==> config.mk <==
export PLATFORM = sky130hd
export DESIGN_NAME = t_ff_bank_seq_flat
export DESIGN_NICKNAME = d
export VERILOG_FILES = /design/src/rtl/t_ff_bank_seq_if.sv /design/src/rtl/t_ff_bank_seq.sv /design/src/flat_wrapper.sv
export SDC_FILE = /design/constraint.sdc
export NUM_CORES = 1
export LEC_CHECK = 0
export BUFFER_PORTS_ARGS = -buffer_cell sky130_fd_sc_hd__clkbuf_2
export CORE_UTILIZATION = 50
export DETAILED_ROUTE_END_ITERATION = 8
export PLACE_DENSITY = 0.86
export REMOVE_ABC_BUFFERS = 1
export SETUP_SLACK_MARGIN = 0.15
export SLEW_MARGIN = 40
export SYNTH_ARGS = -nofsm -noshare
export SYNTH_HDL_FRONTEND = slang
export SYNTH_SLANG_ARGS = --single-unit
==> constraint.sdc <==
create_clock -name clk -period 1.7 [get_ports clk]
set_input_delay 0.17 -clock clk [delete_from_list [all_inputs] [get_ports clk]]
set_output_delay 0.17 -clock clk [all_outputs]
set_load 0.005 [all_outputs]
==> src/rtl/t_ff_bank_seq_if.sv <==
// Command/feedback bundle between the control logic and the T flip-flop bank sequencer.
// master = controller + bank side, slave = sequencer.
interface t_ff_bank_seq_if #(
  parameter int WIDTH  = 4,
  parameter int STEP_W = 8
);
  logic              start;
  logic [1:0]        mode;
  logic [STEP_W-1:0] steps;
  logic [WIDTH-1:0]  target;
  logic              abort;
  logic [WIDTH-1:0]  q_in;
  logic [WIDTH-1:0]  t_out;
  logic              busy;
  logic              done;
  logic              tc;

  modport master (
    output start, mode, steps, target, abort, q_in,
    input  t_out, busy, done, tc
  );

  modport slave (
    input  start, mode, steps, target, abort, q_in,
    output t_out, busy, done, tc
  );
endinterface

==> src/rtl/t_ff_bank_seq.sv <==
// Toggle-enable sequencer for a bank of T flip-flops: count up/down, load, abort.
// Define T_FF_BANK_SEQ_SAT_EN to make counts saturate instead of wrapping.
module t_ff_bank_seq #(
  parameter int WIDTH  = 4,
  parameter int STEP_W = 8
) (
  input logic           clk,
  input logic           reset,
  t_ff_bank_seq_if.slave bus
);

  localparam logic [1:0] IDLE  = 2'd0;
  localparam logic [1:0] COUNT = 2'd1;
  localparam logic [1:0] LOAD  = 2'd2;
  localparam logic [1:0] DONE  = 2'd3;

  logic [1:0]        state;
  logic              down;
  logic [WIDTH-1:0]  target_r;
  logic [STEP_W-1:0] step_cnt;
  logic              tc_r;

  logic [WIDTH-1:0]  match;
  logic [WIDTH-1:0]  tog;
  logic              run;
  logic              wrap;
  logic              sat_hit;
  logic              last_step;
  logic [WIDTH-1:0]  t_vec;

  // Bit i toggles when every lower bit is at its carry (up) or borrow (down) value;
  // the chain surviving all bits means this step wraps the bank.
  assign match = down ? ~bus.q_in : bus.q_in;

  always_comb begin
    tog = '0;
    run = 1'b1;
    for (int i = 0; i < WIDTH; i++) begin
      tog[i] = run;
      run    = run & match[i];
    end
  end

  assign wrap      = run;
  assign last_step = (step_cnt == STEP_W'(1));

`ifdef T_FF_BANK_SEQ_SAT_EN
  assign sat_hit = wrap;
`else
  assign sat_hit = 1'b0;
`endif

  always_comb begin
    t_vec = '0;
    case (state)
      COUNT: if (!bus.abort && !sat_hit) t_vec = tog;
      LOAD:  t_vec = bus.q_in ^ target_r;
      default: t_vec = '0;
    endcase
  end

  always_ff @(posedge clk) begin
    if (reset) begin
      state    <= IDLE;
      down     <= 1'b0;
      target_r <= '0;
      step_cnt <= '0;
      tc_r     <= 1'b0;
    end else begin
      tc_r <= 1'b0;
      case (state)
        IDLE: begin
          if (bus.start) begin
            down     <= bus.mode[0];
            target_r <= bus.target;
            step_cnt <= bus.steps;
            case (bus.mode)
              2'b00, 2'b01: state <= (bus.steps != '0) ? COUNT : DONE;
              2'b10:        state <= LOAD;
              default:      state <= DONE;
            endcase
          end
        end
        COUNT: begin
          if (bus.abort) begin
            state <= DONE;
          end else begin
            // tc also fires on a saturated step, where the bank itself holds still
            tc_r     <= wrap;
            step_cnt <= step_cnt - STEP_W'(1);
            if (last_step || sat_hit) state <= DONE;
          end
        end
        LOAD:    state <= DONE;
        DONE:    state <= IDLE;
        default: state <= IDLE;
      endcase
    end
  end

  assign bus.t_out = t_vec;
  assign bus.busy  = (state != IDLE);
  assign bus.done  = (state == DONE);
  assign bus.tc    = tc_r;

endmodule

==> src/flat_wrapper.sv <==
// flat-port wrapper written by rule: the top's interface ports become plain ports
module t_ff_bank_seq_flat 
#(
  parameter int WIDTH  = 4,
  parameter int STEP_W = 8
)
  (clk, reset, bus_start, bus_mode, bus_steps, bus_target, bus_abort, bus_q_in, bus_t_out, bus_busy, bus_done, bus_tc);
  t_ff_bank_seq_if #(.WIDTH(WIDTH), .STEP_W(STEP_W)) bus_i ();
  input logic clk;
  input logic reset;
  input wire logic [$bits(bus_i.start)-1:0] bus_start;
  input wire logic [$bits(bus_i.mode)-1:0] bus_mode;
  input wire logic [$bits(bus_i.steps)-1:0] bus_steps;
  input wire logic [$bits(bus_i.target)-1:0] bus_target;
  input wire logic [$bits(bus_i.abort)-1:0] bus_abort;
  input wire logic [$bits(bus_i.q_in)-1:0] bus_q_in;
  output wire logic [$bits(bus_i.t_out)-1:0] bus_t_out;
  output wire logic [$bits(bus_i.busy)-1:0] bus_busy;
  output wire logic [$bits(bus_i.done)-1:0] bus_done;
  output wire logic [$bits(bus_i.tc)-1:0] bus_tc;
  assign bus_i.start = bus_start;
  assign bus_i.mode = bus_mode;
  assign bus_i.steps = bus_steps;
  assign bus_i.target = bus_target;
  assign bus_i.abort = bus_abort;
  assign bus_i.q_in = bus_q_in;
  assign bus_t_out = bus_i.t_out;
  assign bus_busy = bus_i.busy;
  assign bus_done = bus_i.done;
  assign bus_tc = bus_i.tc;
  t_ff_bank_seq #(.WIDTH(WIDTH), .STEP_W(STEP_W)) u_core (.clk(clk), .reset(reset), .bus(bus_i));
endmodule
# Word-level counts from Yosys, hierarchy flattened
# Index checks and enable logic that the tools add are counted.
[word_totals]
regBits = 16
latch_bits = 0
ramBits = 0
rom_bits = 0
in_bits = 22
word_cells = 43
memories = 0
[classes]
n_addsub = 1
mul = 0
div_mod_pow = 0
n_lt_le_gt_ge = 0
n_eq_ne = 9
shift = 0
muxes = 12
bitwise = 6
reduce_logical = 10
[op_table]
columns = ["cell", "count"]
rows = [
  ["two-way mux 8 bit", 2],
  ["case mux 8 bit (2 select lines)", 1],
  ["equality test 8 x 1 -> 1 bit, second input constant", 1],
  ["two-way mux 2 bit", 4],
  ["two-way mux 4 bit", 2],
  ["case mux 2 bit (4 select lines)", 1],
  ["case mux 4 bit (2 select lines)", 1],
  ["nonzero test 8 bit", 1],
  ["subtractor 8 x 1 -> 8 bit, second input constant", 1],
  ["equality test 2 bit, second input constant", 3],
  ["equality test 2 x 1 -> 1 bit, second input constant", 2],
  ["zero test 2 bit", 2],
  ["inequality test 2 bit, second input constant", 2],
  ["NOT 4 bit", 1],
  ["case mux 2 bit (2 select lines)", 1],
  ["AND reduction 2 bit", 2],
  ["nonzero test 2 bit", 2],
  ["bitwise XOR 4 bit", 1],
  ["AND 1 bit", 3],
  ["inequality test 3 x 2 -> 1 bit, second input constant", 1],
  ["AND reduction 3 bit", 1],
  ["OR reduction 3 bit", 1],
  ["OR reduction 2 bit", 1],
  ["NOT 1 bit", 1],
]

# Logic depth before layout (Yosys ltp)
[depth]
ltp_word = 6
ltp_mapped = 7
depth_no_buf = 6

# Least setup slack after synthesis
# Ideal clock, no wire load.
[synth_path]
path_kind = "register -> register"
start = "reg u_core.state[0]"
end = "reg u_core.step_cnt[5]"
setup_time_ps = 91
arrival_ps = 1433
required_time_ps = 1609
slack_ps = 176
path_stages_with_launch = 7
cell_sequence = "dfxtp_1 > inv_1 > ha_1 > nor2b_1 > a211oi_4 > a21oi_1 > a311oi_1"
[synth_via]
elab_chain_len = 3
word_cells_on_any_way = 7
classes_between = "3 x eq/ne; 1 x mux; 3 x reduce/logical"
[synth_rtl]
columns = ["element", "line_no", "source"]
rows = [
  ["start, declared", "t_ff_bank_seq.sv:17", "logic [1:0] state;"],
  ["start signal, assigned", "t_ff_bank_seq.sv:78", "2'b00, 2'b01: state <= (bus.steps != '0) ? COUNT : DONE;"],
  ["equality test 2 x 1 -> 1 bit / zero test 2 bit (equally long branches)", "t_ff_bank_seq.sv:71", "case (state)"],
  ["inequality test 2 bit (no source line) / nonzero test 2 bit (equally long branches)", "--", ""],
  ["AND reduction 3 bit (no source line)", "--", ""],
  ["end signal, assigned", "t_ff_bank_seq.sv:76", "step_cnt <= bus.steps;"],
  ["end signal, assigned", "t_ff_bank_seq.sv:90", "step_cnt <= step_cnt - STEP_W'(1);"],
  ["end, declared", "t_ff_bank_seq.sv:20", "logic [STEP_W-1:0] step_cnt;"],
]
# Parallel ways exist; a longest one is shown, timed or not.
# A chain may end at the register's enable or synchronous reset.

# Worst setup path after layout
[layout_path]
start = "reg u_core.state[1]"
end = "out bus_t_out[2]"
[layout_via]
elab_chain_len = 2
word_cells_on_any_way = 3
classes_between = "2 x eq/ne; 1 x mux"
[layout_rtl]
columns = ["element", "line_no", "source"]
rows = [
  ["equality test 2 bit / equality test 2 x 1 -> 1 bit (equally long branches)", "t_ff_bank_seq.sv:55", "case (state)"],
  ["case mux 4 bit (2 select lines) (*)", "t_ff_bank_seq.sv:55", ""],
  ["end, declared", "flat_wrapper.sv:17", "output wire logic [$bits(bus_i.t_out)-1:0] bus_t_out;"],
]
# Mark *: on every way between the ends. The rest lies on a longest branch, timed or not.

==> results.toml <==
[die]
initial_utilization_pct = 55.1
core-area_um2 = 2020
io_pins = 29
core.rowCount = 16
floorplan.die.height_um = 49.2
floorplan.die_area_um2 = 2420
die_w_um = 49.2

[worst_setup_path]
cp.arrival_ns = 1.53
worstPathRequired_ns = 1.53
crit_end_element = "output port"
path_buf_inv = 2
r2r_setup_slack_ns = 0.03
critical_path.startpoint_type = "flip-flop"
cpMaxStageDelayCell = "sky130_fd_sc_hd__dfxtp_2"
worst_path_fanout_max = 5
critPathKind = "reg -> out"
cp_slowest_stage_delay_ns = 0.35
critical_path.cell_chain = "inv_4 -> ha_4 -> nor2b_4 -> o21ai_0 -> a21boi_1 -> clkbuf_2"
critical-path-top-delay-family = "flip-flops"

[synthesis]
synth.yosys.warnings = 0
synth.yosys.seq_area_share_pct = 28.8
synth.lib_cells_used.distinct = 42
synthTopCellsByArea = "sky130_fd_sc_hd__dfxtp_1, sky130_fd_sc_hd__ha_1, sky130_fd_sc_hd__a21oi_1"
ys_top_cells_by_count = "sky130_fd_sc_hd__nand2_1, sky130_fd_sc_hd__dfxtp_1, sky130_fd_sc_hd__a21oi_1"
synthDominantAreaCellType = "sky130_fd_sc_hd__dfxtp_1"
synth_edf_count = 0
post_synth_instance_area_um2 = 1110
synth_top_area_share_pct = 28.8
synthesis.area_per_instance_um2 = 7.95
yosys_most_used_dff = "sky130_fd_sc_hd__dfxtp_1"
async_flop_share_pct = 0
gate_count_post_synth = 140
synth.most_common_cell = "sky130_fd_sc_hd__nand2_1"
synth-seq-cells = 16

[pwr]
p_total_uw = 2870
internal_power_of_the_cells_uw = 1640
switching_power_total_uw = 1220
pwr_density_cell_nw_per_um2 = 1760
pwr-share-seq_pct = 23.8
power.clock.fraction_pct = 9.2
power.share.switching_pct = 42.7
ir_drop_mv = 1.22
static_leakage_power_uw = 0.000675
power.share.combinational_pct = 67.0

[grt]
grt_pass1_vias = 1286
global_route_wire_length_before_repair_mm = 5.53
grt_overflow_total = 0
grt_max_degree = 16
grt_antenna_before_repair = 0
global_route.usage.total_pct = 30.1

[layout]
area_growth_syn_to_layout_pct = 46.4
finalNetCount = 211
finalNonFillerCells = 209
inserted_diodes = 0
post_route_cells_drive_above_1_share_pct = 48.4
layout_fillers = 123

[place]
port_buffers = 28
dpl.hpwl_mm = 2.24
post-place-cells = 192
place.gp.congestion = 0.878

[timing]
finalSetupTns_ns = 0
setup-violations-final = 0
finalWorstPathRequiredPeriod_ns = 1.70
grt_setup_unrepaired = "yes"
timing.final.hold_violations = 0
max_freq_mhz = 589
finalCritPeriodShare_pct = 99.8
fin_worst_hold_slack_ns = 0.101
clock_skew_ns = 0.00834
slew_violations = 0
max_slew_margin_vs_limit_pct = 76.2
pin_slew_with_the_least_headroom_to_its_limit_ns = 0.354

[drt]
postRouteAntennaNets = 0
drc = 0
route.detailed.wl_per_inst_um = 17.8
dr_total_vias = 1281
detail_route.first_pass.iterations = 4
wirelength_mm = 3.73
drt_first_iter_violations = 44
detail_route.vias_per_cell = 6.13

[clocking]
cts_hold_repair.buffers = 0
cts_htree_levels = 1
clkSlewWorstSetupHoldPaths_ns = 0.10
root_buffer = "sky130_fd_sc_hd__clkbuf_4"
worst_skew_pair.late_latency_ns = 0.30
clockBufferDepth = 2
cts_tree = "yes"
cts_inserted_buffers = 3
clock_net_sink_count = 16

[run_status]
status = "complete, no violations"

[min_path]
holdCritPathClass = "in -> reg"

[run]
max_cap_viol_count = 0
==> power by group through the flow <==
stage               registers (uW)  logic (uW)  clock network (uW)
detailed placement             634        1230                   0
global route                   692        2030                 286
floorplan                      603         817                   0
CTS                            640        1540                 268
finish                         682        1920                 264
global placement               622        1170                   0
==> layout by cell type (no fill, tap or decap), drive strengths merged, types with 4 or more instances in the layout <==
| cell type | Yosys | layout |
|---|---|---|
| a21oi | 14 | 14 |
| buf | 4 | 18 |
| clkbuf | 3 | 30 |
| dfxtp | 16 | 16 |
| ha | 6 | 6 |
| inv | 6 | 6 |
| nand2 | 17 | 17 |
| nand3 | 9 | 9 |
| nor2 | 7 | 7 |
| nor2b | 7 | 7 |
| o21ai | 8 | 8 |
| or4 | 4 | 4 |
| xor2 | 5 | 5 |
==> final cells by class <==
type | count | area [um^2] | area share [%]
clock buffers | 4 | 36.3 | 2.23
inverters | 6 | 25.0 | 1.53
multi-input cells | 111 | 861 | 52.8
flip-flops and latches | 16 | 329 | 20.2
well taps | 27 | 33.8 | 2.07
repair buffers | 45 | 345 | 21.2
==> tightest hold or removal path, cell delays in order <==
cell and delay [ns]:
sky130_fd_sc_hd__clkbuf_2 0.08, sky130_fd_sc_hd__nand3_1 0.06, sky130_fd_sc_hd__a21oi_1 0.06
==> registers in the layout (all words and copies together), names as in the netlist <==
signal,flops
u_core.target_r,4
u_core.step_cnt,8
u_core.down,1
u_core.state,2
u_core.bus.tc,1
==> per-stage QoR <==
step	setup slack [ns]	area (um^2)	utilization [%]
finish	0.00335	1630	80.6
detailed placement	-0.0454	1290	63.7
global placement	0.0550	1290	63.7
global route	-0.0407	1630	80.6
floorplan	-0.0346	1060	-
CTS	0.0711	1480	73.4
==> cells by family (layout without fill, tap and decap cells) <==
kind of cell    count (synthesis)  count (layout)  share of synthesized area [%]
compound gates                 36              36                           20.6
xor+xnor                        6               6                           4.72
fa+ha+maj                       6               6                           6.74
buf+inv                        13              55                           6.85
flops                          16              16                           28.8
mux                             3               3                           2.81
simple gates                   60              60                           29.6
==> repair_timing <==
action	CTS	global route
resized for setup	19	34
buffers inserted	7	5
cloned	1	0
endpoints found under the setup margin	16	15
pin swaps	6	12
==> metal layers <==
layer / wire, um / GRT usage [%] / vias to the layer above
li1: - / - / 589
met1: 1500 / 31.7 / 594
met2: 1870 / 56.8 / 82
met3: 225 / 4.05 / 16
met4: 131 / 15.7 / 0
met5: 0 / 0 / -
==> path summary, 6_finish.rpt <==
path	start	endpoint	depth (start not counted)
worst max-delay path	u_core.state[1]	bus_t_out[2]	6
worst min-delay path	bus_target[0]	u_core.target_r[0]	3
worst max register to register	u_core.state[1]	u_core.step_cnt[2]	9
worst min register to register	u_core.step_cnt[1]	u_core.step_cnt[1]	2
(Power assumes the default switching activity.)
